## config.mk

```make
export PLATFORM = sky130hd
export DESIGN_NAME = dqsw_delay_trainer_flat
export DESIGN_NICKNAME = d
export VERILOG_FILES = /design/src/rtl/dqsw_delay_trainer_if.sv /design/src/rtl/dqsw_delay_trainer.sv /design/src/flat_wrapper.sv
export SDC_FILE = /design/constraint.sdc
export NUM_CORES = 1
export LEC_CHECK = 0
export CAP_MARGIN = 20
export CORE_ASPECT_RATIO = 0.75
export CORE_UTILIZATION = 58
export DETAILED_ROUTE_END_ITERATION = 6
export PLACE_DENSITY_LB_ADDON = 0.2
export SYNTH_ARGS = -nofsm -noshare
export SYNTH_HDL_FRONTEND = slang
export SYNTH_HIERARCHICAL = 1
export SYNTH_SLANG_ARGS = --single-unit
```

## constraint.sdc

```tcl
create_clock -name FAB_CLK -period 3.6 [get_ports FAB_CLK]
set_input_delay 0.72 -clock FAB_CLK [delete_from_list [all_inputs] [get_ports FAB_CLK]]
set_output_delay 0.72 -clock FAB_CLK [all_outputs]
set_load 0.01 [all_outputs]
```

## src/rtl/dqsw_delay_trainer_if.sv

```systemverilog
// Sequencer + per-lane IOD signal bundle for dqsw_delay_trainer.
// slave = trainer side; master = training sequencer / IOD side.
interface dqsw_delay_trainer_if #(
    parameter int NUM_LANES = 4,
    parameter int TAP_W     = 7
);
    logic                       START;
    logic [NUM_LANES-1:0]       LANE_MASK;
    logic                       BUSY;
    logic                       DONE;
    logic [NUM_LANES-1:0]       LANE_FAIL;
    logic [NUM_LANES*TAP_W-1:0] TAP_VALUE;
    logic [NUM_LANES-1:0]       DELAY_LINE_LOAD;
    logic [NUM_LANES-1:0]       DELAY_LINE_MOVE;
    logic [NUM_LANES-1:0]       DELAY_LINE_DIRECTION;
    logic [NUM_LANES-1:0]       EYE_MONITOR_CLEAR_FLAGS;
    logic [NUM_LANES-1:0]       EYE_MONITOR_EARLY;
    logic [NUM_LANES-1:0]       EYE_MONITOR_LATE;
    logic [NUM_LANES-1:0]       DELAY_LINE_OUT_OF_RANGE;

    modport slave (
        input  START, LANE_MASK, EYE_MONITOR_EARLY, EYE_MONITOR_LATE, DELAY_LINE_OUT_OF_RANGE,
        output BUSY, DONE, LANE_FAIL, TAP_VALUE, DELAY_LINE_LOAD, DELAY_LINE_MOVE,
               DELAY_LINE_DIRECTION, EYE_MONITOR_CLEAR_FLAGS
    );

    modport master (
        output START, LANE_MASK, EYE_MONITOR_EARLY, EYE_MONITOR_LATE, DELAY_LINE_OUT_OF_RANGE,
        input  BUSY, DONE, LANE_FAIL, TAP_VALUE, DELAY_LINE_LOAD, DELAY_LINE_MOVE,
               DELAY_LINE_DIRECTION, EYE_MONITOR_CLEAR_FLAGS
    );
endinterface

```

## src/rtl/dqsw_delay_trainer.sv

```systemverilog
// Multi-lane DQSW delay-line trainer: sweeps each lane up to the LATE edge, backs off, reports taps.
// Optional macro DQSW_TRAIN_MAJORITY_EN: three sample windows per tap, LATE needs 2 of 3 votes.

module dqsw_lane_slot #(
    parameter int TAP_W = 7
) (
    input  logic             clk,
    input  logic             rst,
    input  logic             sel,
    input  logic             load,
    input  logic             move,
    input  logic             dir,
    input  logic             clr_flags,
    input  logic             res_clr,
    input  logic             res_wr,
    input  logic             res_fail,
    input  logic [TAP_W-1:0] res_tap,
    output logic             dl_load,
    output logic             dl_move,
    output logic             dl_dir,
    output logic             em_clr,
    output logic             lane_fail,
    output logic [TAP_W-1:0] tap_value
);
    // Only the selected lane sees the shared FSM controls; the rest stay at 0.
    assign dl_load = sel & load;
    assign dl_move = sel & move;
    assign dl_dir  = sel & dir;
    assign em_clr  = sel & clr_flags;

    always_ff @(posedge clk) begin
        if (rst || res_clr) begin
            lane_fail <= 1'b0;
            tap_value <= '0;
        end else if (sel && res_wr) begin
            lane_fail <= res_fail;
            tap_value <= res_tap;
        end
    end
endmodule

module dqsw_delay_trainer #(
    parameter int NUM_LANES     = 4,
    parameter int TAP_W         = 7,
    parameter int MAX_TAPS      = 127,
    parameter int SETTLE_CYCLES = 8,
    parameter int SAMPLE_CYCLES = 16,
    parameter int BACKOFF       = 4
) (
    input logic                 FAB_CLK,
    input logic                 SYNC_RST,
    dqsw_delay_trainer_if.slave bus
);
    localparam int LW      = (NUM_LANES > 1) ? $clog2(NUM_LANES) : 1;
    localparam int CNT_MAX = (SETTLE_CYCLES > SAMPLE_CYCLES) ? SETTLE_CYCLES : SAMPLE_CYCLES;
    localparam int CW      = $clog2(CNT_MAX + 1);
    localparam int VW      = 2;
`ifdef DQSW_TRAIN_MAJORITY_EN
    localparam int WINDOWS    = 3;
    localparam int LATE_VOTES = 2;
`else
    localparam int WINDOWS    = 1;
    localparam int LATE_VOTES = 1;
`endif

    typedef enum logic [3:0] {
        S_IDLE, S_SELECT, S_LOAD, S_SETTLE, S_CLEAR, S_SAMPLE, S_EVAL,
        S_MOVE, S_BACKOFF, S_BK_SETTLE, S_NEXT, S_FIN
    } state_t;

    state_t               state, state_nx;
    logic [LW-1:0]        lane;
    logic [NUM_LANES-1:0] mask_q;
    logic [TAP_W-1:0]     tap;
    logic [TAP_W-1:0]     bk_left;
    logic [CW-1:0]        cnt;
    logic [VW-1:0]        win;
    logic [VW-1:0]        late_votes;
    logic                 oor_seen;
    logic                 late_stk;
    logic                 oor_stk;

    logic late_now, oor_now, settle_done, sample_done, last_win;
    logic edge_found, at_max, last_lane, go_move;
    logic ctl_load, ctl_move, ctl_dir, ctl_clr, busy, done;
    logic res_clr, res_wr, res_fail;
    logic early_unused;

    // EARLY is advisory only: it never marks the edge.
    assign early_unused = |bus.EYE_MONITOR_EARLY;

    assign late_now    = late_stk | bus.EYE_MONITOR_LATE[lane];
    assign oor_now     = oor_stk  | bus.DELAY_LINE_OUT_OF_RANGE[lane];
    assign settle_done = (cnt == CW'(SETTLE_CYCLES - 1));
    assign sample_done = (cnt == CW'(SAMPLE_CYCLES - 1));
    assign last_win    = (win == VW'(WINDOWS - 1));
    assign edge_found  = (late_votes >= VW'(LATE_VOTES));
    assign at_max      = (tap == TAP_W'(MAX_TAPS));
    assign last_lane   = (lane == LW'(NUM_LANES - 1));
    assign go_move     = !oor_seen && !edge_found && !at_max;

    always_ff @(posedge FAB_CLK) begin
        if (SYNC_RST) state <= S_IDLE;
        else          state <= state_nx;
    end

    always_comb begin
        state_nx = state;
        case (state)
            S_IDLE:      if (bus.START) state_nx = S_SELECT;
            S_SELECT:    state_nx = mask_q[lane] ? S_LOAD : S_NEXT;
            S_LOAD:      state_nx = S_SETTLE;
            S_SETTLE:    if (settle_done) state_nx = S_CLEAR;
            S_CLEAR:     state_nx = S_SAMPLE;
            S_SAMPLE:    if (sample_done) state_nx = last_win ? S_EVAL : S_CLEAR;
            S_EVAL: begin
                if (oor_seen)        state_nx = S_NEXT;
                else if (edge_found) state_nx = S_BACKOFF;
                else if (at_max)     state_nx = S_NEXT;
                else                 state_nx = S_MOVE;
            end
            S_MOVE:      state_nx = S_SETTLE;
            S_BACKOFF:   state_nx = (bk_left == '0) ? S_NEXT : S_BK_SETTLE;
            S_BK_SETTLE: if (settle_done) state_nx = S_BACKOFF;
            S_NEXT:      state_nx = last_lane ? S_FIN : S_SELECT;
            S_FIN:       state_nx = S_IDLE;
            default:     state_nx = S_IDLE;
        endcase
    end

    // Increment direction is raised in the deciding EVAL cycle so it leads MOVE by one cycle;
    // decrement direction (0) is already the idle level before every backoff pulse.
    always_comb begin
        ctl_load = (state == S_LOAD);
        ctl_move = (state == S_MOVE) || (state == S_BACKOFF && bk_left != '0);
        ctl_dir  = (state == S_MOVE) || (state == S_EVAL && go_move);
        ctl_clr  = (state == S_CLEAR);
        busy     = (state != S_IDLE) && (state != S_FIN);
        done     = (state == S_FIN);
        res_clr  = (state == S_IDLE) && bus.START;
        res_wr   = ((state == S_EVAL) && (oor_seen || (!edge_found && at_max))) ||
                   ((state == S_BACKOFF) && (bk_left == '0));
        res_fail = (state == S_EVAL);
    end

    always_ff @(posedge FAB_CLK) begin
        if (SYNC_RST) begin
            lane       <= '0;
            mask_q     <= '0;
            tap        <= '0;
            bk_left    <= '0;
            cnt        <= '0;
            win        <= '0;
            late_votes <= '0;
            oor_seen   <= 1'b0;
            late_stk   <= 1'b0;
            oor_stk    <= 1'b0;
        end else begin
            case (state)
                S_IDLE: if (bus.START) begin
                    mask_q <= bus.LANE_MASK;
                    lane   <= '0;
                end
                S_LOAD, S_MOVE: begin
                    tap        <= (state == S_LOAD) ? '0 : tap + 1'b1;
                    cnt        <= '0;
                    win        <= '0;
                    late_votes <= '0;
                    oor_seen   <= 1'b0;
                end
                S_SETTLE, S_BK_SETTLE: cnt <= cnt + 1'b1;
                S_CLEAR: begin
                    cnt      <= '0;
                    late_stk <= 1'b0;
                    oor_stk  <= 1'b0;
                end
                S_SAMPLE: begin
                    late_stk <= late_now;
                    oor_stk  <= oor_now;
                    cnt      <= cnt + 1'b1;
                    if (sample_done) begin
                        late_votes <= late_votes + VW'(late_now);
                        oor_seen   <= oor_seen | oor_now;
                        win        <= last_win ? '0 : win + 1'b1;
                    end
                end
                S_EVAL: if (!oor_seen && edge_found)
                    bk_left <= (tap < TAP_W'(BACKOFF)) ? tap : TAP_W'(BACKOFF);
                S_BACKOFF: begin
                    cnt <= '0;
                    if (bk_left != '0) begin
                        tap     <= tap - 1'b1;
                        bk_left <= bk_left - 1'b1;
                    end
                end
                S_NEXT: if (!last_lane) lane <= lane + 1'b1;
                default: ;
            endcase
        end
    end

    logic [NUM_LANES-1:0]            dl_load, dl_move, dl_dir, em_clr, lane_fail;
    logic [NUM_LANES-1:0][TAP_W-1:0] tap_value;

    for (genvar i = 0; i < NUM_LANES; i++) begin : g_lane
        dqsw_lane_slot #(.TAP_W(TAP_W)) u_slot (
            .clk       (FAB_CLK),
            .rst       (SYNC_RST),
            .sel       (lane == LW'(i)),
            .load      (ctl_load),
            .move      (ctl_move),
            .dir       (ctl_dir),
            .clr_flags (ctl_clr),
            .res_clr   (res_clr),
            .res_wr    (res_wr),
            .res_fail  (res_fail),
            .res_tap   (tap),
            .dl_load   (dl_load[i]),
            .dl_move   (dl_move[i]),
            .dl_dir    (dl_dir[i]),
            .em_clr    (em_clr[i]),
            .lane_fail (lane_fail[i]),
            .tap_value (tap_value[i])
        );
    end

    assign bus.BUSY                    = busy;
    assign bus.DONE                    = done;
    assign bus.LANE_FAIL               = lane_fail;
    assign bus.TAP_VALUE               = tap_value;
    assign bus.DELAY_LINE_LOAD         = dl_load;
    assign bus.DELAY_LINE_MOVE         = dl_move;
    assign bus.DELAY_LINE_DIRECTION    = dl_dir;
    assign bus.EYE_MONITOR_CLEAR_FLAGS = em_clr;
endmodule

```

## src/flat_wrapper.sv

```systemverilog
// flat-port wrapper written by rule: the top's interface ports become plain ports
module dqsw_delay_trainer_flat 
#(
    parameter int NUM_LANES     = 4,
    parameter int TAP_W         = 7,
    parameter int MAX_TAPS      = 127,
    parameter int SETTLE_CYCLES = 8,
    parameter int SAMPLE_CYCLES = 16,
    parameter int BACKOFF       = 4
)
  (FAB_CLK, SYNC_RST, bus_START, bus_LANE_MASK, bus_EYE_MONITOR_EARLY, bus_EYE_MONITOR_LATE, bus_DELAY_LINE_OUT_OF_RANGE, bus_BUSY, bus_DONE, bus_LANE_FAIL, bus_TAP_VALUE, bus_DELAY_LINE_LOAD, bus_DELAY_LINE_MOVE, bus_DELAY_LINE_DIRECTION, bus_EYE_MONITOR_CLEAR_FLAGS);
  dqsw_delay_trainer_if #(.NUM_LANES(NUM_LANES), .TAP_W(TAP_W)) bus_i ();
  input logic FAB_CLK;
  input logic SYNC_RST;
  input wire logic [$bits(bus_i.START)-1:0] bus_START;
  input wire logic [$bits(bus_i.LANE_MASK)-1:0] bus_LANE_MASK;
  input wire logic [$bits(bus_i.EYE_MONITOR_EARLY)-1:0] bus_EYE_MONITOR_EARLY;
  input wire logic [$bits(bus_i.EYE_MONITOR_LATE)-1:0] bus_EYE_MONITOR_LATE;
  input wire logic [$bits(bus_i.DELAY_LINE_OUT_OF_RANGE)-1:0] bus_DELAY_LINE_OUT_OF_RANGE;
  output wire logic [$bits(bus_i.BUSY)-1:0] bus_BUSY;
  output wire logic [$bits(bus_i.DONE)-1:0] bus_DONE;
  output wire logic [$bits(bus_i.LANE_FAIL)-1:0] bus_LANE_FAIL;
  output wire logic [$bits(bus_i.TAP_VALUE)-1:0] bus_TAP_VALUE;
  output wire logic [$bits(bus_i.DELAY_LINE_LOAD)-1:0] bus_DELAY_LINE_LOAD;
  output wire logic [$bits(bus_i.DELAY_LINE_MOVE)-1:0] bus_DELAY_LINE_MOVE;
  output wire logic [$bits(bus_i.DELAY_LINE_DIRECTION)-1:0] bus_DELAY_LINE_DIRECTION;
  output wire logic [$bits(bus_i.EYE_MONITOR_CLEAR_FLAGS)-1:0] bus_EYE_MONITOR_CLEAR_FLAGS;
  assign bus_i.START = bus_START;
  assign bus_i.LANE_MASK = bus_LANE_MASK;
  assign bus_i.EYE_MONITOR_EARLY = bus_EYE_MONITOR_EARLY;
  assign bus_i.EYE_MONITOR_LATE = bus_EYE_MONITOR_LATE;
  assign bus_i.DELAY_LINE_OUT_OF_RANGE = bus_DELAY_LINE_OUT_OF_RANGE;
  assign bus_BUSY = bus_i.BUSY;
  assign bus_DONE = bus_i.DONE;
  assign bus_LANE_FAIL = bus_i.LANE_FAIL;
  assign bus_TAP_VALUE = bus_i.TAP_VALUE;
  assign bus_DELAY_LINE_LOAD = bus_i.DELAY_LINE_LOAD;
  assign bus_DELAY_LINE_MOVE = bus_i.DELAY_LINE_MOVE;
  assign bus_DELAY_LINE_DIRECTION = bus_i.DELAY_LINE_DIRECTION;
  assign bus_EYE_MONITOR_CLEAR_FLAGS = bus_i.EYE_MONITOR_CLEAR_FLAGS;
  dqsw_delay_trainer #(.NUM_LANES(NUM_LANES), .TAP_W(TAP_W), .MAX_TAPS(MAX_TAPS), .SETTLE_CYCLES(SETTLE_CYCLES), .SAMPLE_CYCLES(SAMPLE_CYCLES), .BACKOFF(BACKOFF)) u_core (.FAB_CLK(FAB_CLK), .SYNC_RST(SYNC_RST), .bus(bus_i));
endmodule
```

After elaboration in Yosys (flattened, before gate mapping)
Cells that the tools add are included.
W data, S select, Z words.
{"block": "op_classes", "n_eq_ne": 25, "n_bitwise": 19, "order_cmp": 3, "muxes": 38, "n_addsub": 7, "n_reduce_logical": 43}
{"cell": "$pmux W4 S10", "n": 1}
{"cell": "$mux W4", "n": 9}
{"cell": "$mux W7", "n": 5}
{"cell": "$pmux W7 S2", "n": 2}
{"cell": "$and A1 B1 Y1", "n": 16}
{"cell": "$eq A4 B3 Y1 const B", "n": 4}
{"cell": "$eq A4 B4 Y1 const B", "n": 4}
{"cell": "$logic_and A1 B1 Y1", "n": 14}
{"cell": "$mux W2", "n": 7}
{"cell": "$sub A7 B1 Y7 const B", "n": 2}
{"cell": "$pmux W2 S2", "n": 3}
{"cell": "$reduce_bool A2 Y1", "n": 6}
{"cell": "$pmux W5 S2", "n": 1}
{"cell": "$eq A4 B2 Y1 const B", "n": 2}
{"cell": "$ne A2 B1 Y1 const B", "n": 4}
{"cell": "$add A7 B1 Y7 const B", "n": 1}
{"cell": "$eq A7 B7 Y1 const B", "n": 1}
{"cell": "$logic_not A7 Y1", "n": 1}
{"cell": "$lt A7 B3 Y1 const B", "n": 1}
{"cell": "$reduce_bool A7 Y1", "n": 1}
{"cell": "$bmux W1 S2", "n": 3}
{"cell": "$ne A2 B2 Y1 const B", "n": 3}
{"cell": "$pmux W1 S2", "n": 3}
{"cell": "$reduce_and A2 Y1", "n": 3}
{"cell": "other kinds (23)", "n": 38}
{"block": "totals", "ff_bits": 68, "inputBits": 19, "output_inout_bits": 50}

Longest topological paths before layout
Gate-level depths: netlist of the first run.
{"block": "depth", "depth_word": 7, "ltp_mapped": 9, "depth_no_buf": 8}

Modules after synthesis
The synthesis of the first run kept the hierarchy.
{"mod": "dqsw_delay_trainer", "area_each_um2": 2412.3, "cells_per_inst": 312, "n_inst": 1}
{"mod": "dqsw_lane_slot", "area_each_um2": 401.6, "cells_per_inst": 42, "n_inst": 4}

Worst setup path after synthesis of the first run
Ideal clock, no wire load.
{"block": "synth_path", "path_kind": "reg-to-output", "start": "reg u_core.state[0]", "end": "out bus_DELAY_LINE_MOVE[0]", "arrival_ns": 1.707, "path_buffers": 2, "slack_ns": 1.173, "stages_incl_launch_ff": 8, "path_cell_list": "dfxtp_1 -> buf_6 -> or4b_4 -> buf_6 -> a31oi_4 -> nor2_4 -> nor2_1 -> and2_1"}
{"block": "synth_via", "elab_chain_cells": 4, "word_cells_on_any_way": 5, "classes_between": "eq/ne: 2; bitwise: 1; reduce/logical: 2"}
{"item": "from (decl)", "line": "dqsw_delay_trainer.sv:71", "source": "state_t state, state_nx;"}
{"item": "from (signal assigned)", "line": "dqsw_delay_trainer.sv:104", "source": "else state <= state_nx;"}
{"item": "$eq A4 B4 Y1", "line": "dqsw_delay_trainer.sv:135", "source": "ctl_move = (state == S_MOVE) || (state == S_BACKOFF && bk_left != '0);"}
{"item": "$logic_and A1 B1 Y1", "line": "dqsw_delay_trainer.sv:135"}
{"item": "$logic_or A1 B1 Y1 (*)", "line": "dqsw_delay_trainer.sv:135"}
{"item": "named net u_core.ctl_move", "line": "dqsw_delay_trainer.sv:85", "source": "logic ctl_load, ctl_move, ctl_dir, ctl_clr, busy, done;"}
{"item": "$and A1 B1 Y1 (*)", "line": "dqsw_delay_trainer.sv:27", "source": "assign dl_move = sel & move;"}
{"item": "to (decl)", "line": "flat_wrapper.sv:25", "source": "output wire logic [$bits(bus_i.DELAY_LINE_MOVE)-1:0] bus_DELAY_LINE_MOVE;"}
Mark *: on every way through the listed nets, which the timed path passes. The rest lies on a longest branch.

Worst setup path in the final report of the first run
{"block": "layout_path", "start": "reg u_core.state[0]", "end": "out bus_DELAY_LINE_MOVE[2]"}
The elaborated chain is that of the path after synthesis.

==> out/results.tsv, run 1 <==
metric	value	unit
comb_power_share	0.406	
nets	558	
cp_max_fo	17	
cts_sinks	68	
die_w	98.1	um
drv_slew	0	
synthesis.nets	512	
switching_power	925	uW
start_util	0.618	
synth_area_leader_cell	dfxtp_1	
required	2.88	ns
status	finished, violations left	
cp_cell_sequence	or4b_4, a31oi_4, nor2_4, nor2_1, and2_1, clkdlybuf4s50_1	
synthArstFlopShare	0	
vias	3731	
setup_slack	0.125	ns
hp-class	reg -> reg	
grt.total_usage	0.291	
synth.distinct_cells	56	
drc_errors	3	
ys_seq_elements	68	
finalSetupViolCount	0	
ys_seq_area_frac	0.339	
worst_pin_slew	1.02	ns
irDropWorstVdd	0.328	mV
first_global_vias	3454	
synth_compound_gate_area_share	0.260	
numCtsBuffers	9	
min_period	3.47	ns
arrival	2.75	ns
drt-initial-drc-count	289	
dpl.hpwl	6940	um
synth_ff_type	dfxtp_1	
power_density	481	nW/um2
synth.top_cells.by_area	dfxtp_1 (34%), a21oi_1 (6.4%), a21bo_2 (6.0%)	
rows	25	
fin_worst_skew	0.00792	ns
syn_area	4020	um2
rsz0062_at_grt	false	
cts_hold_buf	0	
drt-total-wl	10100	um
io_buffer_count	64	
cp_slowest_cell	or4b_4	
synth-xor-area-share	0.0196	
crit_path_start_kind	flop	
relSlewSlack	0.312	
grt_overflow_total	0	
fmax	0.288	GHz
synth_top_area_share	0.339	
drtPass1Iterations	7	
post_cts_buffers	0	
tritoncts	yes	
synth.area.mux_share	0.0218	
seqPwrFrac	0.362	
root_buffer	clkbuf_8	
internal_power	1.37	mW
gp_congestion	0.874	
p_sw_frac	0.403	
drive_gt1_frac	0.142	
postRouteAntennaNets	0	
violations	DRC	
syn_area_per_cell	8.37	um2
power_leakage	1.70	nW
cpPeakStageDelay	0.68	ns
die_h	74.1	um
synth_edf_count	0	
synth_adder_area_share	0.0405	
yosysWarnings	6	
antenna_cells	0	
drv_cap	0	
ios	69	
clkTransAtPathRegs	0.07	ns
htree_levels	3	
clk-insertion-delay-late	0.34	ns
endpoint_kind	output port	
synthSimpleGateAreaFrac	0.237	
p_clk_frac	0.232	
period_share	0.965	
antenna_found_initial	0	
setup_tns	0	ns
syn_to_final_growth	18.6	%
grt_max_degree	42	
wire_per_inst	16.5	um
grt_pass1_wl	16700	um
synth_cells	480	
place_ws	0.534	ns
worstSetupPathType	reg -> out	
hold_violations	0	
synth_top_family_by_area	compound AO/OA/AOI/OAI gates	
core	6510	um2
cts_buffer_depth	2	
post_drt_via_cell_ratio	6.11	
dieArea	7270	um2
cts_resized	0	
[per-stage QoR]
step / instances / total power, mW / hold WS, ns / utilization / instance area (um2)
floorplan: 480 / 1.60 / 0.433 / - / 4020
global route: 611 / 2.42 / 0.490 / 0.733 / 4770
global placement: 596 / 1.73 / 0.445 / 0.709 / 4610
detailed placement: 596 / 1.75 / 0.456 / 0.709 / 4610
CTS: 611 / 2.28 / 0.466 / 0.733 / 4770
finish: 611 / 2.30 / 0.471 / 0.733 / 4770
[layout make-up]
| type | instances | area (um2) |
|---|---|---|
| Multi-Input combinational cell | 354 | 2340 |
| Fill cell | 508 | 1740 |
| Sequential cell | 68 | 1360 |
| Timing Repair Buffer | 75 | 736 |
| Clock buffer | 10 | 128 |
| Tap cell | 81 | 101 |
| Inverter | 18 | 67.6 |
| Clock inverter | 5 | 30.0 |
[logic make-up (layout without fill, tap and decap cells)]
logic type	Yosys count	count (layout)
and+or+nand+nor	182	182
buffers and inverters	58	108
muxes	5	5
DFF	68	68
adders and majority gates	13	13
xor gates and xnor gates	9	9
AOI/OAI and AO/OA	145	145
[critical path: cells and delay by family, from the launching register on]
kind / cells / cell delay, ns
flip-flops: 1 / 0.31
AND/OR/NAND/NOR: 4 / 1.23
buffers and inverters: 1 / 0.55
AO/OA/AOI/OAI: 1 / 0.32
[registers in the layout (all words and copies together) (netlist names)]
register / count
u_core/late_stk: 1
u_core/bk_left: 7
u_core/state: 4
u_core/oor_seen: 1
u_core/late_votes: 2
u_core/win: 2
u_core/g_lane.u_slot/tap_value: 28
u_core/g_lane.u_slot/lane_fail: 4
u_core/lane: 2
u_core/oor_stk: 1
u_core/tap: 7
u_core/mask_q: 4
u_core/cnt: 5
[layout by cell type, fill, tap and decap left out, types with 4 or more instances in the layout]
| cell | count |
|---|---|
| inv_1 | 18 |
| nand3_1 | 45 |
| or2_2 | 8 |
| buf_4 | 10 |
| clkdlybuf4s50_1 | 64 |
| xor2_1 | 6 |
| and2_1 | 16 |
| clkbuf_8 | 9 |
| o221ai_1 | 4 |
| a21oi_2 | 8 |
| ha_1 | 13 |
| dfxtp_1 | 68 |
| and3_1 | 5 |
| nand2b_1 | 6 |
| nand4_1 | 4 |
| o22ai_1 | 4 |
| nand2_1 | 28 |
| nor3_1 | 15 |
| a21oi_1 | 51 |
| nor2_1 | 33 |
| or3_1 | 5 |
| a21bo_1 | 8 |
| o21ai_0 | 13 |
| a21bo_2 | 24 |
| a211oi_1 | 5 |
[final timing paths]
path | start | to | slack [ns] | cells past startpoint
setup / recovery | u_core/state[0] | bus_DELAY_LINE_MOVE[2] | 0.13 | 6
hold / removal | u_core/mask_q[3] | u_core/mask_q[3] | 0.47 | 2
setup reg to reg | u_core/tap[2] | u_core/g_lane[2].u_slot/tap_value[3] | 1.09 | 7
hold reg to reg | u_core/mask_q[3] | u_core/mask_q[3] | 0.47 | 2
[synth_stat cells (all sizes together) (5+ instances only)]
| master | number |
|---|---|
| nand3 | 45 |
| clkbuf | 15 |
| o22ai | 5 |
| o21ai | 13 |
| nor3 | 15 |
| nor2 | 34 |
| a211oi | 5 |
| a21oi | 59 |
| nand2b | 6 |
| xor2 | 6 |
| and3 | 5 |
| or3 | 5 |
| inv | 18 |
| a21bo | 32 |
| dfxtp | 68 |
| ha | 13 |
| and2 | 16 |
| nand2 | 28 |
| buf | 25 |
| or2 | 8 |
[per-layer routing]
metal | track usage | up-vias | routed length, um
met5 | 0 | - | 0
met4 | 0.0842 | 0 | 170
met3 | 0.0648 | 20 | 714
met2 | 0.492 | 138 | 4850
met1 | 0.379 | 1771 | 4360
li1 | - | 1802 | -
[power groups by stage]
stage	registers (mW)	clock network (mW)	logic, mW
after global placement	0.844	0	0.881
after CTS	0.830	0.540	0.911
after global routing	0.837	0.572	1.01
after detailed placement	0.847	0	0.903
final	0.831	0.532	0.932
after floorplan	0.840	0	0.760
Note: power is estimated with default switching activity, not from simulation.
==> run 2: changes to the inputs <==
Settings changed: SLEW_MARGIN set to 20.
==> results of run 2 <==
Same layout as run 1: the final DEF is identical, and so are final timing and power.
==> run 3: changes to the inputs <==
Settings changed: CELL_PAD_IN_SITES_DETAIL_PLACEMENT set to 1, CELL_PAD_IN_SITES_GLOBAL_PLACEMENT set to 1, CORE_UTILIZATION 58 to 43, SKIP_CTS_REPAIR_TIMING set to 1.
==> run 3 against run 2 <==
Effect of this change: the run now ends clean; fmax increased by 6.8%; largest cell class unchanged; largest power group unchanged; flip-flop and latch count unchanged; design area increased by 4.3%.
==> out/results.tsv, run 3 (synthesis results as in run 1) <==
metric	value	unit	change
hp-class	reg -> reg		unchanged
worstSetupPathType	reg -> out		unchanged
status	completed		was finished, violations left
dpl.hpwl	8330	um	was 6940 um
rows	30		was 25
vias	3758		was 3731
numCtsBuffers	9		unchanged
post_drt_via_cell_ratio	5.66		was 6.11
power_leakage	1.79	nW	was 1.70 nW
arrival	2.53	ns	was 2.75 ns
ios	69		unchanged
final_core_util	0.550		was 0.733
die_w	114	um	was 98.1 um
drt-total-wl	12000	um	was 10100 um
grt_pass1_wl	19200	um	was 16700 um
start_util	0.444		was 0.618
drt-initial-drc-count	241		was 289
required	2.88	ns	about the same
gp_congestion	0.802		was 0.874
mostFrequentLayoutCell	dfxtp_1		unchanged
drive_gt1_frac	0.149		was 0.142
antenna_found_initial	0		unchanged
relSlewSlack	0.438		was 0.312
holdPathStages	2		unchanged
htree_levels	3		unchanged
crit_path_start_kind	flop		unchanged
drc_errors	0		was 3
regMostFlops	u_core/g_lane.u_slot/tap_value		unchanged
antenna_cells	0		unchanged
reg2regPathDepth	6		was 7
finalSetupViolCount	0		unchanged
grt_max_degree	65		was 42
syn_to_final_growth	23.7	%	was 18.6%
worst_pin_slew	0.837	ns	was 1.02 ns
placed_cells	649		was 596
tritoncts	yes		unchanged
cts_buffer_depth	2		unchanged
nets	564		was 558
wire_per_inst	18.1	um	was 16.5 um
drtPass1Iterations	4		was 7
power_density	529	nW/um2	was 481 nW/um2
first_global_vias	3708		was 3454
drv_slew	0		unchanged
cp_max_fo	10		was 17
grt.total_usage	0.254		was 0.291
rsz0062_at_grt	false		unchanged
clk-insertion-delay-late	0.33	ns	was 0.34 ns
fin_worst_skew	0.00452	ns	was 0.00792 ns
irDropWorstVdd	0.273	mV	was 0.328 mV
min_period	3.25	ns	was 3.47 ns
largest_register_ffs	28		unchanged
dieArea	9740	um2	was 7270 um2
postRouteAntennaNets	0		unchanged
fmax	0.307	GHz	was 0.288 GHz
root_buffer	clkbuf_16		was clkbuf_8
cts_sinks	68		unchanged
core	9050	um2	was 6510 um2
die_h	85.7	um	was 74.1 um
hold_violations	0		unchanged
dpl-instance-area	4700	um2	was 4610 um2
reg.largest.list	u_core/g_lane.u_slot/tap_value x28, u_core/bk_left x7, u_core/tap x7		unchanged
io_buffer_count	64		unchanged
layout_common_cells	dfxtp_1 (68), clkdlybuf4s50_1 (64), a21oi_1 (51), nand3_1 (45), nor2_1 (33)		unchanged
clkTransAtPathRegs	0.05	ns	was 0.07 ns
period_share	0.904		was 0.965
drv_cap	0		unchanged
final_cells	664		was 611
grt_overflow_total	0		unchanged
finalInstanceArea	4970	um2	was 4770 um2
setup_tns	0	ns	unchanged
endpoint_kind	output port		unchanged
==> run 3: changes by cell type in the layout (fill, tap and decap cells not counted), moves of 2 or more <==
cell / previous run / this run
buf_4: 10 / 17
clkbuf_16: 0 / 9
clkbuf_8: 9 / 2
clkinvlp_4: 2 / 0
==> run 3: area by class of cell <==
| cell class | instances | area [um2] |
|---|---|---|
| tap | 128 | 160 |
| clock inverter | 2 | 10.0 |
| timing repair buffer | 81 | 768 |
| clock buffer | 13 | 260 |
| sequential | 68 | 1360 |
| fill | 1084 | 4080 |
| inverter | 18 | 67.6 |
| multi-input combinational | 354 | 2340 |
==> run 3: worst paths after layout <==
path / slack (ns) / start / endpoint
worst max-delay path: 0.35 / u_core/state[0] / bus_DELAY_LINE_MOVE[2]
worst min-delay path: 0.46 / u_core/mask_q[2] / u_core/mask_q[2]
worst max register to register: 1.15 / u_core/state[1] / u_core/bk_left[2]
worst min register to register: 0.46 / u_core/mask_q[2] / u_core/mask_q[2]
==> run 3: through the flow <==
step	total power [mW]	hold WS (ns)	worst slack, ns
CTS	2.63	0.459	0.347
floorplan	1.60	0.433	1.17
global placement	1.76	0.446	0.745
finish	2.63	0.457	0.347
global route	2.76	0.485	0.229
detailed placement	1.80	0.453	0.716
==> run 3: where the power goes <==
group          switching [mW]  internal, mW  total [mW]
sequential             0.0367         0.796       0.832
combinational           0.642         0.340       0.981
clock                   0.320         0.498       0.817
==> run 3: worst max-delay path, cell delays in order, from the launching register on <==
cell	delay (ns)
dfxtp_1	0.31
or4b_4	0.57
a31oi_4	0.30
nor2_4	0.13
nor2_1	0.19
and2_1	0.16
clkdlybuf4s50_1	0.53
==> run 3: per-layer routing <==
| metal | global-route usage | wire length (um) |
|---|---|---|
| met5 | 0 | 0 |
| met2 | 0.425 | 5780 |
| met4 | 0.0825 | 181 |
| met3 | 0.0502 | 576 |
| met1 | 0.329 | 5450 |
